### src/rtl/upsample2x.sv
// upsample2x: nearest-neighbour 2x2 upsampler between valid/ready streams, registered output stage.
// Macro UPSAMPLE2X_VDUP_EN builds the line buffer and REPLAY state; undefined gives horizontal-only 2x.
module upsample2x #(
   parameter int DW = 8,
   parameter int DN = 6
) (
   input  logic             clk,
   input  logic             rst,
   input  logic [DN*DW-1:0] m_data,
   input  logic             m_valid,
   output logic             m_ready,
   input  logic [5:0]       m_width,
   input  logic             m_up_en,
   output logic [DN*DW-1:0] s_data,
   output logic             s_valid,
   input  logic             s_ready
);

   localparam int BW = DN * DW;

   typedef enum logic {FILL, REPLAY} state_e;

   state_e        state_q;
   logic          phase_q;
   logic [5:0]    col_q;
   logic [6:0]    width_q;
   logic [6:0]    width_d;
   logic [BW-1:0] hold_q;
   logic [BW-1:0] s_data_q;
   logic          s_valid_q;

   logic out_ok;
   logic first_beat;
   logic bypass;
   logic accept;
   logic last_col;

`ifdef UPSAMPLE2X_VDUP_EN
   logic [BW-1:0] buf_q [64];
`endif

   assign out_ok     = !s_valid_q || s_ready;
   // Mode is only decided at the first beat of a row; later m_up_en changes cannot reach the FSM.
   assign first_beat = (state_q == FILL) && (col_q == 6'd0) && !phase_q;
   assign bypass     = first_beat && !m_up_en;
   assign m_ready    = !rst && out_ok && (state_q == FILL) && !phase_q;
   assign accept     = m_valid && m_ready;
   assign last_col   = ({1'b0, col_q} == (width_q - 7'd1));
   assign width_d    = (m_width == 6'd0) ? 7'd64 : {1'b0, m_width};

   assign s_data  = s_data_q;
   assign s_valid = s_valid_q;

   // NOTE: sequential state uses only non-blocking assignments so every register samples pre-edge values.
   always_ff @(posedge clk) begin
      if (rst) begin
         state_q   <= FILL;
         phase_q   <= 1'b0;
         col_q     <= 6'd0;
         width_q   <= 7'd64;
         s_valid_q <= 1'b0;
         s_data_q  <= '0;
      end else if (out_ok) begin
         if ((state_q == FILL) && !phase_q) begin
            if (accept) begin
               s_data_q  <= m_data;
               s_valid_q <= 1'b1;
               if (!bypass) begin
                  hold_q  <= m_data;
                  phase_q <= 1'b1;
                  if (col_q == 6'd0) width_q <= width_d;
               end
            end else begin
               s_valid_q <= 1'b0;
            end
         end else if (state_q == FILL) begin
            s_data_q  <= hold_q;
            s_valid_q <= 1'b1;
            phase_q   <= 1'b0;
            if (last_col) begin
               col_q <= 6'd0;
`ifdef UPSAMPLE2X_VDUP_EN
               state_q <= REPLAY;
`endif
            end else begin
               col_q <= col_q + 6'd1;
            end
         end
`ifdef UPSAMPLE2X_VDUP_EN
         else begin
            s_data_q  <= buf_q[col_q];
            s_valid_q <= 1'b1;
            phase_q   <= !phase_q;
            if (phase_q) begin
               if (last_col) begin
                  col_q   <= 6'd0;
                  state_q <= FILL;
               end else begin
                  col_q <= col_q + 6'd1;
               end
            end
         end
`endif
      end
   end

`ifdef UPSAMPLE2X_VDUP_EN
   // NOTE: the line buffer is pure storage and has no reset; every entry is written before it is replayed.
   always_ff @(posedge clk) begin
      if (accept && !bypass) buf_q[col_q] <= m_data;
   end
`endif

endmodule

### config.mk
export PLATFORM = sky130hd
export DESIGN_NAME = upsample2x
export DESIGN_NICKNAME = d
export VERILOG_FILES = /design/src/rtl/upsample2x.sv
export SDC_FILE = /design/constraint.sdc
export NUM_CORES = 1
export LEC_CHECK = 0
export BUFFER_PORTS_ARGS = -buffer_cell sky130_fd_sc_hd__clkbuf_2
export CORE_MARGIN = 5
export CORE_UTILIZATION = 55
export DETAILED_ROUTE_END_ITERATION = 8
export GPL_ROUTABILITY_DRIVEN = 0
export GPL_TIMING_DRIVEN = 0
export PLACE_DENSITY = 0.89
export SYNTH_ARGS = -nofsm -noshare
export SYNTH_HDL_FRONTEND = slang
export SYNTH_SLANG_ARGS = --single-unit
export TNS_END_PERCENT = 5
### constraint.sdc
create_clock -name clk -period 12.6 [get_ports clk]
set_input_delay 1.89 -clock clk [delete_from_list [all_inputs] [get_ports clk]]
set_output_delay 1.89 -clock clk [all_outputs]
set_load 0.02 [all_outputs]
==> summary.txt, run 1 <==
Place
  – Detailed Place HPWL: roughly 8600 um
  – I/O Buffers: 107
  – Pre-CTS setup slack: 7.44 ns

Global routing
  – GRT Util Overall: 0.208
  – Grt ovf: 0
  – First-pass GRT wire length: 19,000 um
  – Largest net degree at the start of global routing: 20
  – Initial antenna violation count: 0
  – Vias in the first global route: 3,856

STA
  – Final Skew: ~0.013 ns
  – Final worst slack: 7.45 ns
  – Slew Limit Fails: 0
  – Period minus WS final: 5.15 ns
  – Pin slew with the least headroom to its limit: 0.789 ns
  – Worst rel slew slack: 0.474
  – Setup TNS: 0 ns
  – Setup violations, final: 0
  – Hold violation total from the final report: 0
  – Unrepaired setup endpoints after global routing: no
  – Fmax: 194 MHz
  – Final worst-path cycle share: 0.409

Min path
  – Hold path endpoint: width_q[4]$_SDFFE_PP0P_
  – Hold depth: 2
  – HP Class: flip-flop to flip-flop
  – Worst min-delay path startpoint: width_q[4]$_SDFFE_PP0P_

Logic synthesis
  – Top-area cell type share of the netlist area: 0.280
  – Main flop type after synthesis: dfxtp_1
  – Synth unique cells: 49
  – FFs w/ async S/R, synth: 0
  – Post-synth EDFFs: 48
  – Yosys Warn Count: 0
  – Syn_area_per_cell: ~13 sq um
  – Seq/Total Area, Yosys: 0.526
  – Synthesis-stage register bit count: 111
  – Mapped cell area: 5140 sq um
  – Synth top area cells: edfxtp_1 28%, dfxtp_1 25%, a211oi_2 10%
  – Post-Syn Nets: 462
  – Post-Synthesis Cells: 400
  – Largest area contributor in the netlist: edfxtp_1

Setup path
  – Critical Path Fanout Max: 10
  – Crit path max-delay cell type: buf_1
  – Critical path cell sequence: buf_2 -> clkbuf_1 -> buf_1 -> nor3_1 -> clkbuf_2
  – Crit path kind: input pin to primary output
  – Startpoint Class: input pin
  – Critical Path AT: about 3.3 ns
  – CP endpoint kind: primary output
  – Crit-path max cell delay: 0.46 ns
  – Worst EP required: 10.71 ns
  – Reg-to-reg endpoint: hold_q[34]$_DFFE_PP_
  – Reg-to-reg setup timing slack: about 10 ns
  – RR Startpoint: phase_q$_SDFFE_PP0P_
  – Reg2reg path depth: 6

Die
  – Row count: 35
  – Width of the die: approximately 110 um
  – Core Box Area: 9200 sq um
  – Top Ports: 109
  – Initial Util: 0.559
  – Die Height: 107 um
  – Die ar.: 11,400 sq um

Clock network
  – Setup bufs post-CTS: 0
  – Num CTS Buffers: 9
  – Sink Count: 111
  – Root Buffer: clkbuf_8
  – Resized cells post-CTS: 0
  – Worst skew pair latency: 0.37 ns
  – CTS max path bufs: 2
  – Worst-path clk slew: 0.11 ns
  – CTS tree: done
  – CTS Hold Buffers Added: 0
  – # H-tree levels: 3

Power and ir drop
  – P_leak: 2.21 nW
  – Worst VDD drop: between 70 and 80 uV
  – Pwr Density: 151 nW/um^2
  – Design Power: 0.921 mW

Layout
  – Register Area: 2700 sq um
  – Multi-input gate area: 2200 sq um
  – Commonest non-fill, non-tap cell in the layout: clkbuf_2
  – Layout fillers: 703
  – Synthesis-to-finish area growth: 18.4%
  – Ant diodes: 0
  – Fin nets: 582
  – Layout cell share with drive strength beyond 1: 0.459
  – Commonest non-fill, non-tap cells in the layout: 107 x clkbuf_2, 63 x dfxtp_1, 48 x mux2i_1, 48 x edfxtp_1, 43 x a211oi_2

Outcome
  – Status: complete, no violations

Routing
  – Pre-antenna DRT Iters: 4
  – Post-Route WL: 11,700 um
  – Routed WL per cell: 18.3 um
  – Via count: 3,701
  – Vias per inst: ~5.8
  – Detailed-route DRC error count: 0
  – 1st-iter DRT viols: 213
  – Antenna Violating Nets Remaining: 0

Run
  – Max-cap violation count: 0
critical path: cells and delay by family:
family / cells / cell delay (ns)
buf+inv: 4 / 1.27
simple gates: 1 / 0.10
report_power, final:
group	internal (mW)	total [mW]	switching (mW)
Sequential	0.420	0.449	0.0285
Clock	0.0961	0.224	0.127
Combinational	0.102	0.249	0.147
sequential cells by signal (all words and copies together), names as in the netlist:
register  flops
hold_q       48
col_q         6
s_valid       1
phase_q       1
width_q       7
s_data       48
worst max path at each step:
| stage | slack, ns | startpoint | cells past startpoint | endpoint |
|---|---|---|---|---|
| floorplan | 7.26 | rst | 4 | hold_q[0]$_DFFE_PP_ |
| global placement | 5.70 | rst | 4 | hold_q[30]$_DFFE_PP_ |
| detailed placement | 7.44 | rst | 5 | m_ready |
| CTS | 7.45 | rst | 5 | m_ready |
| global route | 7.29 | rst | 5 | m_ready |
| finish | 7.45 | rst | 5 | m_ready |
cells by family (layout without fill, tap and decap cells):
family	Yosys count	in the layout	synth area share
compound gates	93	93	0.169
simple gates	96	96	0.141
fa+ha+maj	3	3	0.00730
mux	48	48	0.0935
xor+xnor	8	8	0.0136
buf+inv	41	166	0.0499
flops	111	111	0.526
area by class of cell:
type | count | share of cell area
inverters | 7 | 0.00432
clock buffers | 10 | 0.0210
repair buffers | 109 | 0.0970
multi-input cells | 248 | 0.361
clock inverters | 6 | 0.0123
well taps | 111 | 0.0228
plain buffers | 34 | 0.0378
flip-flops and latches | 111 | 0.444
per-layer routing:
| layer | wire (um) | global-route usage | vias up |
|---|---|---|---|
| met1 | 5020 | 0.269 | 1773 |
| met4 | 180 | 0.0767 | 0 |
| met3 | 922 | 0.0524 | 14 |
| met5 | 0 | 0 | - |
| met2 | 5540 | 0.338 | 139 |
| li1 | - | - | 1775 |
per-stage QoR:
stage                     hold slack [ns]  cell area, sq um  std cells   util
final                               0.553              6090        636  0.662
after global routing                0.598              6090        636  0.662
after CTS                           0.551              6090        636  0.662
after detailed placement            0.529              5880        620  0.640
after global placement              0.526              5810        618  0.632
after floorplan                     0.490              5140        400      -
synth_stat cells (3+ instances only):
cell      count
nor4_1        3
o32ai_1       3
nand4_1       4
mux2i_1      48
a211oi_2     43
xnor2_1       6
dfxtp_1      63
nand2_1       3
edfxtp_1     48
ha_1          3
a211oi_1      5
nand3_1       7
nor2_1        5
nor3_1       20
inv_1         5
o21ai_1       6
buf_4         7
buf_6         8
nor3_2       34
a21oi_1       8
o21ai_0      14
clkbuf_1      5
nor2b_1       3
buf_2        13
o22ai_1       3
No activity file was read; power rests on OpenSTA's default activity.
==> run 2, diff against run 1 <==
- ABC_AREA: unset -> 1
- CORE_UTILIZATION: 55 -> 53
- PLACE_DENSITY: 0.89 -> 0.88
- clock period: 12.6 -> 5.3 ns (I/O delays scaled with it)
==> run 2 against run 1 <==
  * Clock-buffer cell count did not move
  * Register-to-register slack got worse by 7.1 ns
  * Total power increased by 91%
  * Largest power group unchanged
==> summary.txt, run 2 <==
Logic synthesis
  – Seq/Total Area, Yosys: 0.604
  – Commonest cells post-synth: 146 x nand2_1, 63 x dfxtp_1, 48 x a31oi_1, 48 x edfxtp_1, 43 x o21ai_0
  – Post-Synthesis Cells: 480
  – Yosys Warn Count: 0
  – FFs w/ async S/R, synth: 0
  – Post-synth EDFFs: 48
  – Synth unique cells: 29
  – Syn_area_per_cell: 9.33 sq um
  – Synth top area cells: edfxtp_1 32%, dfxtp_1 28%, nand2_1 12%
  – Top-area cell type share of the netlist area: 0.322
  – Largest area contributor in the netlist: edfxtp_1
  – Mapped cell area: 4480 sq um
  – Post-Syn Nets: ~540
  – Most common cell in the netlist: nand2_1
  – Main flop type after synthesis: dfxtp_1
  – Synthesis-stage register bit count: ~110

Clock network
  – Num CTS Buffers: 9
  – CTS max path bufs: 2
  – Root Buffer: clkbuf_8
  – Resized cells post-CTS: 0
  – Setup bufs post-CTS: 0
  – CTS tree: done
  – # H-tree levels: 3
  – Worst-path clk slew: roughly 0.11 ns
  – Sink Count: between 100 and 150
  – Worst skew pair latency: 0.37 ns
  – CTS Hold Buffers Added: 0

Routing
  – Vias per inst: 5.45
  – 1st-iter DRT viols: 183
  – Antenna Violating Nets Remaining: 0
  – Routed WL per cell: 15.5 um
  – Pre-antenna DRT Iters: 5
  – Post-Route WL: 11,000 um
  – Detailed-route DRC error count: 0
  – Via count: 3,873

Layout
  – Register Area: 2700 sq um
  – Layout fillers: about 630
  – Layout cell share with drive strength beyond 1: 0.248
  – Multi-input gate area: 1500 sq um
  – Ant diodes: 0
  – Final Cell Area: between 5000 and 6000 sq um
  – Synthesis-to-finish area growth: 19.9%
  – Commonest non-fill, non-tap cell in the layout: nand2_1
  – Fin nets: roughly 660
  – Commonest non-fill, non-tap cells in the layout: 146 x nand2_1, 108 x clkbuf_2, 63 x dfxtp_1

Power and ir drop
  – Worst VDD drop: 168 uV
  – Pwr Density: 327 nW/um^2
  – P_leak: 2.33 nW

Place
  – Detailed Place HPWL: 7870 um
  – Cell Area, Placed: 5180 sq um
  – I/O Buffers: about 110

Setup path
  – Critical path cell sequence: buf_4 -> clkbuf_1 -> nor3_1 -> clkbuf_2
  – End of the critical path: m_ready
  – Critical Path AT: 1.56 ns
  – Crit path max-delay cell type: clkbuf_1
  – CP top delay family: buffers and inverters
  – Crit path kind: flip-flop to primary output
  – Reg2reg path depth: 6
  – Buf/Inv on CP: 3
  – Worst EP required: 4.51 ns
  – Levels on crit path: 4
  – RR Startpoint: col_q[0]$_SDFFE_PP0P_
  – CP endpoint kind: primary output
  – Startpoint Class: flip-flop
  – Reg-to-reg endpoint: hold_q[47]$_DFFE_PP_
  – Critical Path Fanout Max: 10
  – Crit-path max cell delay: approximately 0.4 ns
  – Setup crit start: phase_q$_SDFFE_PP0P_
  – Reg-to-reg setup timing slack: 3.25 ns

Die
  – Die ar.: ~10,000 sq um
  – Initial Util: 0.545
  – Die Height: 102 um
  – Row count: 33
  – Width of the die: 102 um
  – Core Box Area: 8220 sq um
  – Top Ports: approximately 110

STA
  – Final worst-path cycle share: 0.444
  – Setup TNS: 0 ns
  – Unrepaired setup endpoints after global routing: no
  – Worst rel slew slack: 0.622
  – Pin slew with the least headroom to its limit: 0.565 ns
  – Slew Limit Fails: 0
  – Hold violation total from the final report: 0
  – Setup violations, final: 0
  – Period minus WS final: 2.35 ns
  – Final Skew: 0.0124 ns
  – Fmax: 425 MHz

Global routing
  – First-pass GRT wire length: 17,800 um
  – Largest net degree at the start of global routing: 35
  – Grt ovf: 0
  – Vias in the first global route: 3,860
  – GRT Util Overall: 0.217
  – Initial antenna violation count: 0

Min path
  – HP Class: flip-flop to flip-flop
  – Worst min-delay path startpoint: s_data[0]$_SDFFE_PP0P_

Outcome
  – Status: complete, no violations

Run
  – Max-cap violation count: 0
run 2: cell types whose count changed after synthesis, moves of 29 or more:
cell,before,now
nor2_1,5,38
a31oi_1,2,48
nand2_1,3,146
mux2i_1,48,0
a211oi_2,43,0
o21ai_0,14,43
nor3_2,34,1
run 2: worst min-delay path by stage:
stage / end / slack (ns) / cells past startpoint
detailed placement: width_q[1]$_SDFFE_PP0P_ / 0.51 / 2
CTS: s_data[0]$_SDFFE_PP0P_ / 0.53 / 2
global placement: width_q[6]$_SDFFE_PP1P_ / 0.49 / 2
finish: s_data[0]$_SDFFE_PP0P_ / 0.53 / 2
global route: s_data[0]$_SDFFE_PP0P_ / 0.55 / 2
floorplan: width_q[6]$_SDFFE_PP1P_ / 0.47 / 2
run 2: tightest hold or removal path, cell delays in order (launching register included):
cell,delay (ns)
dfxtp_1,0.33
o21ai_1,0.12
a31oi_1,0.05
run 2: per-layer routing:
layer	routed length, um	vias up	track usage
met5	0	-	0
met4	231	0	0.0777
met3	982	21	0.0580
met2	5420	164	0.370
met1	4360	1817	0.266
li1	-	1871	-
run 2: layout make-up:
type | count | area share
Sequential cell | 111 | 0.503
Tap cell | 105 | 0.0245
Buffer | 28 | 0.0319
Timing Repair Buffer | 109 | 0.104
Inverter | 30 | 0.0214
Multi-Input combinational cell | 311 | 0.279
Clock inverter | 6 | 0.0117
Clock buffer | 10 | 0.0238
run 2: cells by family after synthesis:
kind of cell | Yosys count | synth area share
fa+ha+maj | 3 | 0.00838
flops | 111 | 0.604
compound gates | 101 | 0.127
xor+xnor | 4 | 0.00782
buf+inv | 58 | 0.0640
simple gates | 203 | 0.189
run 2: metrics by stage:
stage	total power, mW	setup WS, ns	std cells	hold slack, ns	utilization
3_3_place_gp	1.27	0.397	693	0.495	0.627
5_1_grt	1.83	2.86	710	0.547	0.653
3_5_place_dp	1.28	2.87	694	0.513	0.630
4_1_cts	1.76	2.90	710	0.531	0.653
6_report	1.76	2.95	710	0.529	0.653
2_1_floorplan	1.17	1.70	480	0.470	-
run 2: report_power, final:
group	switching [mW]	internal [mW]	leakage, nW
sequential	0.0291	0.951	0.959
clock	0.307	0.185	0.0965
combinational	0.183	0.100	1.27
